**src/rtl/pwm_deadtime_gen.sv**
```systemverilog
// Complementary PWM gate driver: compares the timer carrier against a double-buffered
// compare value and inserts programmable dead time between high- and low-side gates.
module pwm_deadtime_gen #(
  parameter int unsigned PWMWIDTH = 16,
  parameter int unsigned DTWIDTH  = 10
) (
  input  logic                clk,
  input  logic                rstn,
  input  logic                en,
  input  logic [PWMWIDTH-1:0] carrier,
  input  logic                sync,
  input  logic [PWMWIDTH-1:0] cmp_in,
  input  logic [DTWIDTH-1:0]  dt_in,
  input  logic                wr,
  input  logic                load_imm,
  input  logic                polarity,
  input  logic                trip,
  output logic                pwm_h,
  output logic                pwm_l,
  output logic                trip_flag,
  output logic [PWMWIDTH-1:0] cmp_active
);

  typedef enum logic [2:0] {
    S_OFF,
    S_DT_H,
    S_HIGH,
    S_DT_L,
    S_LOW
  } state_t;

  state_t               state, state_nxt;
  logic [PWMWIDTH-1:0]  cmp_shadow;
  logic [DTWIDTH-1:0]   dt_shadow, dt_active, dt_cnt, dt_cnt_nxt;
  logic                 trip_flag_nxt;
  logic                 ref_pwm;

  assign ref_pwm = (carrier < cmp_active) ^ polarity;

  // Transfer samples the shadow before this edge's write, so a write coinciding
  // with sync only reaches the active registers on the following sync.
  always_ff @(posedge clk or negedge rstn) begin
    if (!rstn) begin
      cmp_shadow <= '0;
      dt_shadow  <= '0;
      cmp_active <= '0;
      dt_active  <= '0;
    end else begin
      if (wr) begin
        cmp_shadow <= cmp_in;
        dt_shadow  <= dt_in;
      end
      if (load_imm || sync) begin
        cmp_active <= cmp_shadow;
        dt_active  <= dt_shadow;
      end
    end
  end

  always_comb begin
    state_nxt     = state;
    dt_cnt_nxt    = dt_cnt;
    trip_flag_nxt = trip_flag;
    if (trip) begin
      state_nxt     = S_OFF;
      trip_flag_nxt = 1'b1;
    end else if (!en) begin
      state_nxt     = S_OFF;
      trip_flag_nxt = 1'b0;
    end else if (trip_flag) begin
      state_nxt = S_OFF;
    end else begin
      case (state)
        S_OFF:  state_nxt = ref_pwm ? S_HIGH : S_LOW;
        S_LOW: begin
          if (ref_pwm) begin
            if (dt_active == '0) begin
              state_nxt = S_HIGH;
            end else begin
              state_nxt  = S_DT_H;
              dt_cnt_nxt = dt_active;
            end
          end
        end
        S_HIGH: begin
          if (!ref_pwm) begin
            if (dt_active == '0) begin
              state_nxt = S_LOW;
            end else begin
              state_nxt  = S_DT_L;
              dt_cnt_nxt = dt_active;
            end
          end
        end
        // An aborted dead band falls straight back: the incoming gate never turned on.
        S_DT_H: begin
          if (!ref_pwm)                      state_nxt  = S_LOW;
          else if (dt_cnt <= DTWIDTH'(1))    state_nxt  = S_HIGH;
          else                               dt_cnt_nxt = dt_cnt - DTWIDTH'(1);
        end
        S_DT_L: begin
          if (ref_pwm)                       state_nxt  = S_HIGH;
          else if (dt_cnt <= DTWIDTH'(1))    state_nxt  = S_LOW;
          else                               dt_cnt_nxt = dt_cnt - DTWIDTH'(1);
        end
        default: state_nxt = S_OFF;
      endcase
    end
  end

  always_ff @(posedge clk or negedge rstn) begin
    if (!rstn) begin
      state     <= S_OFF;
      dt_cnt    <= '0;
      trip_flag <= 1'b0;
      pwm_h     <= 1'b0;
      pwm_l     <= 1'b0;
    end else begin
      state     <= state_nxt;
      dt_cnt    <= dt_cnt_nxt;
      trip_flag <= trip_flag_nxt;
      pwm_h     <= (state_nxt == S_HIGH);
      pwm_l     <= (state_nxt == S_LOW);
    end
  end

endmodule

```
**config.mk**
```make
export PLATFORM = sky130hd
export DESIGN_NAME = pwm_deadtime_gen
export DESIGN_NICKNAME = d
export VERILOG_FILES = /design/src/rtl/pwm_deadtime_gen.sv
export SDC_FILE = /design/constraint.sdc
export NUM_CORES = 1
export LEC_CHECK = 0
export BUFFER_PORTS_ARGS = -buffer_cell sky130_fd_sc_hd__buf_2
export CORE_ASPECT_RATIO = 2
export CORE_MARGIN = 8
export CORE_UTILIZATION = 55
export DETAILED_ROUTE_END_ITERATION = 8
export PLACE_DENSITY = 0.86
export SLEW_MARGIN = 20
export SYNTH_ARGS = -nofsm -noshare
export SYNTH_HDL_FRONTEND = slang
export SYNTH_SLANG_ARGS = --single-unit
```
**constraint.sdc**
```tcl
create_clock -name clk -period 2.76 [get_ports clk]
set_clock_uncertainty 0.05 [all_clocks]
set_input_delay 0.552 -clock clk [delete_from_list [all_inputs] [get_ports clk]]
set_output_delay 0.552 -clock clk [all_outputs]
set_load 0.05 [all_outputs]
```
# After elaboration in Yosys (flattened, before gate mapping)
# Cells that the tools add are included.
word_totals:
  ff_bits: 68
  inputBits: 50
  out_inout_bits: 19
  elab_cells: 53
classes:
  n_addsub: 1
  order_cmp: 2
  eq_ne: 11
  mux: 22
  n_bitwise: 3
  reduce_logical: 5
ops:
  columns: ["op", "n"]
  rows:
  - ["2-to-1 mux 10 bit", 6]
  - ["one-hot mux 10 bit (4 select lines)", 1]
  - ["2-to-1 mux 3 bit", 11]
  - ["less-than comparator 16 bit", 1]
  - ["one-hot mux 3 bit (5 select lines)", 1]
  - ["less-or-equal comparator 10 x 1 -> 1 bit (second input constant)", 1]
  - ["logical NOT 10 bit", 1]
  - ["subtractor 10 x 1 -> 10 bit (second input constant)", 1]
  - ["equality test 3 x 2 -> 1 bit (second input constant)", 3]
  - ["inequality test 2 bit (second input constant)", 4]
  - ["AND reduction 8 bit", 1]
  - ["equality test 3 bit (second input constant)", 2]
  - ["nonzero test 4 bit", 1]
  - ["equality test 3 x 1 -> 1 bit (second input constant)", 1]
  - ["logical NOT 3 bit", 1]
  - ["2-to-1 mux 1 bit", 2]
  - ["2-to-1 mux 2 bit", 1]
  - ["inequality test 2 x 1 -> 1 bit (second input constant)", 1]
  - ["inverter 1 bit", 2]
  - ["logical OR 1 bit", 1]
  - ["XOR 1 bit", 1]

# Longest topological paths before layout
# Gate-level depths: netlist of the first run.
logic_depth:
  word_depth: 8
  depth_mapped: 10
  depth_no_buf: 10

# Worst setup path after synthesis of the first run
# Ideal clock, no wire load.
synth_path:
  kind: "flip-flop to flip-flop"
  startpoint: "register cmp_active[6]"
  endpoint: "register dt_cnt[6]"
  setup_time_ns: 0.121
  t_arrival_ns: 2.489
  required_time_ns: 2.589
  path_slack_ns: 0.100
  stages_incl_launch_ff: 9
  period_less_slack_ns: 2.660
  cell_sequence: "dfrtp_1 > inv_1 > ha_1 > nand4_1 > o311a_1 > o311ai_2 > and3_4 > o21ai_1 > a22o_1"
synth_via:
  elab_chain_cells: 4
  word_cells_on_any_way: 7
  classes_between: "order compare: 1; eq/ne: 4; bitwise: 1; reduce/logical: 1"
synth_rtl:
  columns: ["element", "line_no", "source"]
  rows:
  - ["start, declared", "21", "output logic [PWMWIDTH-1:0] cmp_active"]
  - ["start signal, assigned", "54", "cmp_active <= cmp_shadow;"]
  - ["less-than comparator 16 bit (*)", "38", "assign ref_pwm = (carrier < cmp_active) ^ polarity;"]
  - ["XOR 1 bit (*)", "38", null]
  - ["inequality test 2 bit (no source line)", null, null]
  - ["AND reduction 8 bit (no source line) (*)", null, null]
  - ["end signal, assigned", "120", "dt_cnt <= dt_cnt_nxt;"]
  - ["end, declared", "34", "logic [DTWIDTH-1:0] dt_shadow, dt_active, dt_cnt, dt_cnt_nxt;"]
# Every way passes the cells marked *; elsewhere a longest branch is shown, timed or not.
# A chain may end at the register's enable or synchronous reset.

# Worst setup path after layout of the first run
layout_path:
  startpoint: "register cmp_active[1]"
  endpoint: "register dt_cnt[8]"
# Same word-level chain as after synthesis.

==> flow_metrics.tcl, run 1 <==
set metrics [dict create \
    outcome "complete, no violations" \
    fin_cells 467 \
    io_buffers 68 \
    finalSetupTns_ns 0 \
    num_rows 41 \
    yosys_warnings 0 \
    rr_startpoint "cmp_active[1]" \
    clock.fmax_mhz 399 \
    dpl.cell_count 453 \
    coreArea_um2 6210 \
    viasPerCell 5.72 \
    die_area_um2 9260 \
    routed_wl_um 8030 \
    cts_setup_buffers 0 \
    r2r-end "dt_cnt[8]" \
    hold_violations 0 \
    drtAntennaViolNets 0 \
    reg2reg_depth 9 \
    die_w_um 72.2 \
    syn_inst 300 \
    endpoint_kind "flip-flop" \
    die_y_um 128 \
    grt.overflow.total 0 \
    drt-initial-drc-count 124 \
    n_antenna_cell 0 \
    syn_nets 367 \
    synth.ff_latch_count 68 \
    grt_pass1_vias 2946 \
    start_kind "flip-flop" \
    firstDrtPassIters 4 \
    syn_avg_cell_area_um2 11.6 \
    start_util_pct 55.9 \
    cts_tree "yes" \
    cts-root-buf "clkbuf_16" \
    r2r_slack_ns 0.26 \
    async_flop_share_pct 100 \
    ctsHoldBuffers 0 \
    whs_ns 0.360 \
    post-route-period-util_pct 90.8 \
    critPathLaunch "cmp_active[1]" \
    drive_gt1_share_pct 40.4 \
    cts.reportedPaths.clkPinSlew_ns 0.05 \
    numCtsBuffers 9 \
    place.gp.congestion 0.893 \
    area.growth.synth_to_final_pct 21.6 \
    drc 0 \
    cts_sinks 68 \
    power.density_nw_per_um2 672 \
    synth_cell_types 53 \
    worst-endpoint-arrival_ns 2.67 \
    peakVddDrop_v 0.000499 \
    nets 445 \
    hpwl_um 6010 \
    critical_path_class "flip-flop to flip-flop" \
    num_io_pins 69 \
    nFillCells 463 \
    grt_setup_unrepaired "no" \
    grt.total_usage_pct 18.7 \
    hold_path_class "input pin to asynchronous set/reset pin" \
    yosys_most_used_dff "dfrtp_1" \
    htree_levels 3 \
    postPlaceCellArea_um2 3940 \
    synth_edf_count 0 \
    max_slew.worst_pin.slew_ns 0.837 \
    slew_viol_final 0 \
    routedWlPerCell_um 17.2 \
    clk_latency_ns 0.33 \
    cap_violations 0 \
    final_area_um2 4220 \
    grt_max_degree 69 \
    required_ns 2.92 \
    critPathMaxFanout 8 \
    grt_pass1_wl_um 13500 \
    seq_area_frac_synth_pct 49.1 \
    antenna_found_initial 0 \
    netlist_area_um2 3470 \
    finalSetupViolCount 0 \
    clockBufferDepth 2 \
    finalCriticalPeriod_ns 2.50 \
    vias 2669 \
    max_slew_margin_pct 44.2 \
    cellLeakagePower_uw 0.00196 \
    cts-resized-gates 0 \
]
[where the power goes]
| part | switching, uW | internal [uW] |
|---|---|---|
| clock network | 378 | 670 |
| registers | 95.3 | 1120 |
| logic | 345 | 232 |
[worst max-delay path by stage]
| stage | endpoint | cells after the start | slack, ns |
|---|---|---|---|
| 2_1_floorplan | dt_cnt[6] | 8 | 0.10 |
| 3_3_place_gp | dt_cnt[8] | 9 | 0.05 |
| 3_5_place_dp | dt_cnt[8] | 10 | 0.03 |
| 4_1_cts | dt_cnt[8] | 9 | 0.25 |
| 5_1_grt | dt_cnt[8] | 9 | 0.007 |
| 6_report | dt_cnt[8] | 9 | 0.26 |
[routing by layer]
metal	vias to the layer above	track usage, %	share of wire (%)
met2	109	32.3	52
met5	-	0	0
met3	24	5.02	6.0
met4	0	11.0	4.1
met1	1291	19.4	38
li1	1245	-	-
[state kept, by name, summed over array words and instances (netlist names)]
register / cells
dt_shadow: 10
pwm_l: 1
pwm_h: 1
cmp_active: 16
dt_cnt: 10
state: 3
cmp_shadow: 16
dt_active: 10
trip_flag: 1
[kinds of logic after synthesis]
kind of cell               count (synthesis)  synth area share, %
DFF                                       68                 49.1
buffers and inverters                     32                 3.54
AOI/OAI and AO/OA                         57                 12.2
muxes                                     53                 17.2
and+or+nand+nor                           73                 11.9
adders and majority gates                 17                 6.13
[final cells by class]
cell class	count	area, um^2	area share, %
Clock buffer	13	270	6.41
Sequential cell	68	1700	40.3
Tap cell	86	108	2.55
Clock inverter	1	7.51	0.178
Inverter	24	92.6	2.19
Multi-Input combinational cell	200	1650	39.0
Timing Repair Buffer	75	393	9.31
[placed cells by master (no fill, tap or decap), types with 2 or more instances in the layout]
master and count:
dfrtp_1 68, buf_2 68, mux2_2 52, inv_1 22
nand2_1 18, ha_1 17, a21oi_1 13, nor2_1 13
o21ai_0 10, clkbuf_16 9, nand4_1 7, buf_4 7
nand3_1 6, nand2b_1 4, or3_1 4, o21a_1 3
nor4_1 3, o22ai_1 3, a32o_1 3, nor3_1 3
clkbuf_8 3, and3_1 2, a21o_1 2, o311a_1 2
nor2_8 2, nand4b_1 2, o211ai_1 2, o21ai_1 2
[critical path, stage by stage, from the launching register on]
cell and delay (ns):
dfrtp_1 0.36, inv_1 0.05, ha_1 0.26, a2111oi_0 0.37, o311a_1 0.29, o311ai_2 0.16, buf_4 0.18, nand2_1 0.23
nand4_1 0.16, a32o_1 0.27
[Yosys cell counts, types with 2 or more instances]
| master | count | share of area [%] |
|---|---|---|
| a21o_1 | 2 | 0.43 |
| a21oi_1 | 13 | 1.9 |
| a32o_1 | 3 | 0.87 |
| and3_1 | 2 | 0.36 |
| clkbuf_1 | 8 | 0.87 |
| dfrtp_1 | 68 | 49 |
| ha_1 | 17 | 6.1 |
| inv_1 | 22 | 2.4 |
| mux2_2 | 52 | 17 |
| nand2_1 | 18 | 1.9 |
| nand2b_1 | 4 | 0.72 |
| nand3_1 | 6 | 0.87 |
| nand4_1 | 7 | 1.3 |
| nand4b_1 | 2 | 0.51 |
| nor2_1 | 14 | 1.5 |
| nor2_8 | 2 | 1.2 |
| nor3_1 | 3 | 0.43 |
| nor4_1 | 3 | 0.54 |
| o211ai_1 | 2 | 0.43 |
| o21a_1 | 3 | 0.65 |
| o21ai_0 | 10 | 1.4 |
| o21ai_1 | 2 | 0.29 |
| o22ai_1 | 3 | 0.54 |
| o311a_1 | 2 | 0.58 |
| or3_1 | 4 | 0.72 |
[through the flow]
step / util (%) / setup WS [ns] / power, uW
floorplan: - / 0.100 / 1610
global placement: 63.5 / 0.0508 / 1770
detailed placement: 63.5 / 0.0272 / 1800
CTS: 68.0 / 0.254 / 2870
global route: 68.0 / 0.00668 / 2960
finish: 68.0 / 0.255 / 2840
No activity file was read; power rests on OpenSTA's default activity.
==> run 2: changes to the inputs <==
==> constraint.sdc (replaced) <==
create_clock -name clk -period 2.82 [get_ports clk]
set_clock_uncertainty 0.05 [all_clocks]
set_input_delay 0.564 -clock clk [delete_from_list [all_inputs] [get_ports clk]]
set_output_delay 0.564 -clock clk [all_outputs]
set_load 0.05 [all_outputs]
==> flow_metrics.tcl, run 2 (synthesis results as in run 1) <==
set metrics [dict create \
    outcome "complete, no violations" \
    area.growth.synth_to_final_pct 21.6 \
    num_rows 41 \
    nFillCells 459 \
    drive_gt1_share_pct 40.1 \
    drc 0 \
    whs_ns 0.364 \
    critical_path_class "flip-flop to flip-flop" \
    cts_tree "yes" \
    setup_slack_ns 0.263 \
    hold_path_class "input pin to asynchronous set/reset pin" \
    largestRegisters "cmp_active x16, cmp_shadow x16" \
    r2r_slack_ns 0.26 \
    grt.overflow.total 0 \
    final_area_um2 4220 \
    cp_slowest_cell "a2111oi_0" \
    slew_viol_final 0 \
    grt.total_usage_pct 18.6 \
    post-route-period-util_pct 90.7 \
    drt-initial-drc-count 152 \
    num_io_pins 69 \
    drtAntennaViolNets 0 \
    reg2reg_depth 9 \
    power_uw 2780 \
    clk_latency_ns 0.33 \
    worst-endpoint-arrival_ns 2.72 \
    finalCriticalPeriod_ns 2.56 \
    max_stage_delay_ns 0.46 \
    hpwl_um 5880 \
    cts-resized-gates 0 \
    die_area_um2 9260 \
    viasPerCell 5.66 \
    hold_violations 0 \
    final_cell_mix "68 x dfrtp_1, 68 x buf_2, 52 x mux2_2, 22 x inv_1, 18 x nand2_1" \
    firstDrtPassIters 4 \
    clockBufferDepth 2 \
    clock.fmax_mhz 391 \
    coreArea_um2 6210 \
    grt_pass1_vias 2847 \
    crit_buf_inv 2 \
    cts.reportedPaths.clkPinSlew_ns 0.05 \
    io_buffers 68 \
    vias 2648 \
    finalSetupTns_ns 0 \
    nets 444 \
    finalSetupViolCount 0 \
    rr_startpoint "cmp_active[1]" \
    die_w_um 72.2 \
    grt_pass1_wl_um 13200 \
    cellLeakagePower_uw 0.00196 \
    required_ns 2.98 \
    r2r-end "dt_cnt[8]" \
    htree_levels 3 \
    crit_path_end "dt_cnt[8]" \
    endpoint_kind "flip-flop" \
    cts_setup_buffers 0 \
    power.density_nw_per_um2 660 \
    cts-root-buf "clkbuf_16" \
    grt_setup_unrepaired "no" \
    critPathTopFamily "compound AO/OA/AOI/OAI gates" \
    preCtsSetupSlack_ns -0.00378 \
    critPathLaunch "cmp_active[1]" \
    cap_violations 0 \
    max_slew_margin_pct 44.8 \
    postPlaceCellArea_um2 3930 \
    start_kind "flip-flop" \
    numCtsBuffers 9 \
    start_util_pct 55.9 \
    grt_max_degree 69 \
    routedWlPerCell_um 16.7 \
    cts_sinks 68 \
    critPathMaxFanout 8 \
    die_y_um 128 \
    ctsHoldBuffers 0 \
    place.gp.congestion 0.938 \
    peakVddDrop_v 0.000571 \
    max_slew.worst_pin.slew_ns 0.828 \
    cp_cell_sequence "inv_1, ha_1, a2111oi_0, o311a_1, o311ai_2, buf_4, nand2_1, nand4_1, a32o_1" \
    cp.depth 9 \
    routed_wl_um 7820 \
    antenna_found_initial 0 \
    n_antenna_cell 0 \
]
[run 2: cell types whose count changed in the layout (fill, tap and decap cells not counted), sizes merged]
cell	change
clkbuf	+2
buf	-1
clkinv	+1
clkinvlp	-1
[run 2: cell type report]
class | instances | area [um^2] | share of cell area, %
flip-flops and latches | 68 | 1700 | 40.4
multi-input cells | 200 | 1650 | 39.1
repair buffers | 74 | 385 | 9.14
clock buffers | 15 | 278 | 6.59
well taps | 86 | 108 | 2.55
inverters | 24 | 92.6 | 2.20
clock inverters | 1 | 5.00 | 0.119
[run 2: metrics by stage]
stage,std cells,util (%)
after floorplan,300,-
after global placement,452,63.4
after detailed placement,452,63.4
after CTS,468,67.9
after global routing,468,67.9
final,468,67.9
[run 2: layer usage]
metal | vias up | global-route usage [%] | routed length (um)
li1 | 1254 | - | -
met1 | 1282 | 19.7 | 3040
met4 | 0 | 12.1 | 300
met5 | - | 0 | 0
met2 | 90 | 30.3 | 3960
met3 | 22 | 6.50 | 526
[run 2: worst min-delay path by stage]
stage	startpoint	endpoint	depth (start not counted)	slack, ns
2_1_floorplan	rstn	cmp_active[0]	0	0.22
3_3_place_gp	cmp_shadow[5]	cmp_active[5]	1	0.43
3_5_place_dp	dt_shadow[4]	dt_shadow[4]	1	0.44
4_1_cts	trip	trip_flag	2	0.38
5_1_grt	trip	trip_flag	2	0.39
6_report	rstn	cmp_shadow[3]	2	0.36
[run 2: power breakdown]
group / switching, uW / internal, uW / leakage (uW)
sequential: 92.1 / 1090 / 0.000812
combinational: 336 / 226 / 0.00101
clock: 369 / 665 / 0.000140
==> run 3: changes to the inputs <==
--- a/config.mk
+++ b/config.mk
@@ -10,7 +10,8 @@
 export CORE_MARGIN = 8
 export CORE_UTILIZATION = 55
 export DETAILED_ROUTE_END_ITERATION = 8
-export PLACE_DENSITY = 0.86
+export GPL_TIMING_DRIVEN = 0
+export PLACE_DENSITY = 0.82
 export SLEW_MARGIN = 20
 export SYNTH_ARGS = -nofsm -noshare
 export SYNTH_HDL_FRONTEND = slang
==> constraint.sdc (replaced) <==
create_clock -name clk -period 2.82 [get_ports clk]
set_clock_uncertainty 0.05 [all_clocks]
set_input_delay 0.564 -clock clk [delete_from_list [all_inputs] [get_ports clk]]
set_output_delay 0.564 -clock clk [all_outputs]
set_load 0.1 [all_outputs]
==> flow_metrics.tcl, run 3 (synthesis results as in run 1) <==
set metrics [dict create \
    final_area_um2 4240 \
    cts_tree "yes" \
    post-route-period-util_pct 89.8 \
    postPlaceCellArea_um2 3950 \
    cts_setup_buffers 0 \
    num_rows 41 \
    max_slew.worst_pin.slew_ns 0.653 \
    routed_wl_um 7500 \
    clock.fmax_mhz 395 \
    cts-resized-gates 0 \
    drive_gt1_share_pct 40.6 \
    numCtsBuffers 9 \
    die_y_um 128 \
    finalSetupTns_ns 0 \
    die_w_um 72.2 \
    hold_violations 0 \
    final_common_cell "buf_2" \
    max_slew_margin_pct 56.3 \
    nFillCells 463 \
    power.density_nw_per_um2 697 \
    grt_setup_unrepaired "no" \
    critPathMaxFanout 5 \
    whs_ns 0.105 \
    n_antenna_cell 0 \
    worst-endpoint-arrival_ns 2.70 \
    rr_startpoint "cmp_active[6]" \
    critical_path_class "flip-flop to flip-flop" \
    slew_viol_final 0 \
    ctsHoldBuffers 0 \
    cap_violations 0 \
    max_stage_delay_ns 0.47 \
    r2r_slack_ns 0.29 \
    htree_levels 3 \
    grt_max_degree 40 \
    antenna_found_initial 0 \
    viasPerCell 5.59 \
    drtAntennaViolNets 0 \
    hpwl_um 5810 \
    finalCoreUtilization_pct 68.3 \
    finalSetupViolCount 0 \
    grt_pass1_vias 2777 \
    cts-root-buf "clkbuf_16" \
    grt.total_usage_pct 17.6 \
    die_area_um2 9260 \
    start_util_pct 55.9 \
    place.gp.congestion 0.860 \
    r2r-end "dt_cnt[6]" \
    clockBufferDepth 2 \
    nets 446 \
    cts_sinks 68 \
    grt.overflow.total 0 \
    clk_latency_ns 0.33 \
    peakVddDrop_v 0.000462 \
    reg2reg_depth 8 \
    cts.reportedPaths.clkPinSlew_ns 0.05 \
    drt-initial-drc-count 164 \
    start_kind "flip-flop" \
    largestRegisters "cmp_active x16, cmp_shadow x16" \
    vias 2628 \
    required_ns 2.99 \
    final_cell_mix "66 x buf_2, 57 x dfrtp_1, 52 x mux2_2, 22 x inv_1, 18 x nand2_1" \
    num_io_pins 69 \
    cellLeakagePower_uw 0.00193 \
    hold_path_class "input pin to asynchronous set/reset pin" \
    grt_pass1_wl_um 12800 \
    cp_cell_sequence "inv_1, ha_1, nand4_1, o311a_1, o311ai_2, and3_4, o21ai_1, a22o_1" \
    coreArea_um2 6210 \
    cp_slowest_cell "o311ai_2" \
    drc 0 \
    io_buffers 67 \
    finalCriticalPeriod_ns 2.53 \
    firstDrtPassIters 4 \
    routedWlPerCell_um 16.0 \
    outcome "complete, no violations" \
    area.growth.synth_to_final_pct 22.1 \
    endpoint_kind "flip-flop" \
]
==> run 3: cell count changes in the layout (fill, tap and decap cells not counted), moves of 2 or more <==
cell,previous run,this run
dfrtp_2,0,11
dfrtp_1,68,57
clkbuf_1,3,12
buf_4,6,1
buf_2,68,66
clkbuf_8,3,1
==> run 3: critical path, delay by kind of cell, from the launching register on <==
kind	cells	cell delay [ns]
AO/OA/AOI/OAI	4	1.22
adder cells (fa/ha/maj)	1	0.30
buffers and inverters	1	0.04
flip-flops	1	0.37
AND/OR/NAND/NOR	2	0.43
==> run 3: how the worst max path moves through the flow <==
stage                         from  slack [ns]         to
floorplan           cmp_active[11]       0.007  dt_cnt[6]
global placement        carrier[6]        0.05  dt_cnt[1]
detailed placement      carrier[6]        0.03  dt_cnt[3]
CTS                  cmp_active[6]        0.28  dt_cnt[1]
global route         cmp_active[1]        0.11  dt_cnt[6]
finish               cmp_active[6]        0.29  dt_cnt[6]
==> run 3: layer usage <==
layer	vias up	part of all wire (%)	global-route usage, %	wire, um
met3	13	7.1	5.96	529
met2	80	51	28.6	3850
met4	0	1.9	8.97	145
li1	1250	-	-	-
met5	-	0	0	0
met1	1285	40	19.6	2970
==> run 3: final cells by class <==
type                    count  area, um^2  share of cell area [%]
well taps                  86         108                    2.54
multi-input cells         200        1640                    38.8
plain buffers               8        30.0                   0.709
repair buffers             68         358                    8.45
inverters                  24        92.6                    2.19
flip-flops and latches     68        1720                    40.5
clock inverters             2        35.0                   0.827
clock buffers              14         254                    6.00
==> run 3: power by group <==
part           switching (uW)  internal (uW)
logic                     460            224
clock network             377            707
registers                88.8           1100
==> run 3: per-stage QoR <==
| step | total power [uW] | setup WS, ns | std cells |
|---|---|---|---|
| finish | 2950 | 0.287 | 470 |
| global route | 3090 | 0.107 | 470 |
| CTS | 2980 | 0.279 | 470 |
| detailed placement | 1890 | 0.0308 | 454 |
| global placement | 1850 | 0.0486 | 453 |
| floorplan | 1700 | 0.00721 | 300 |
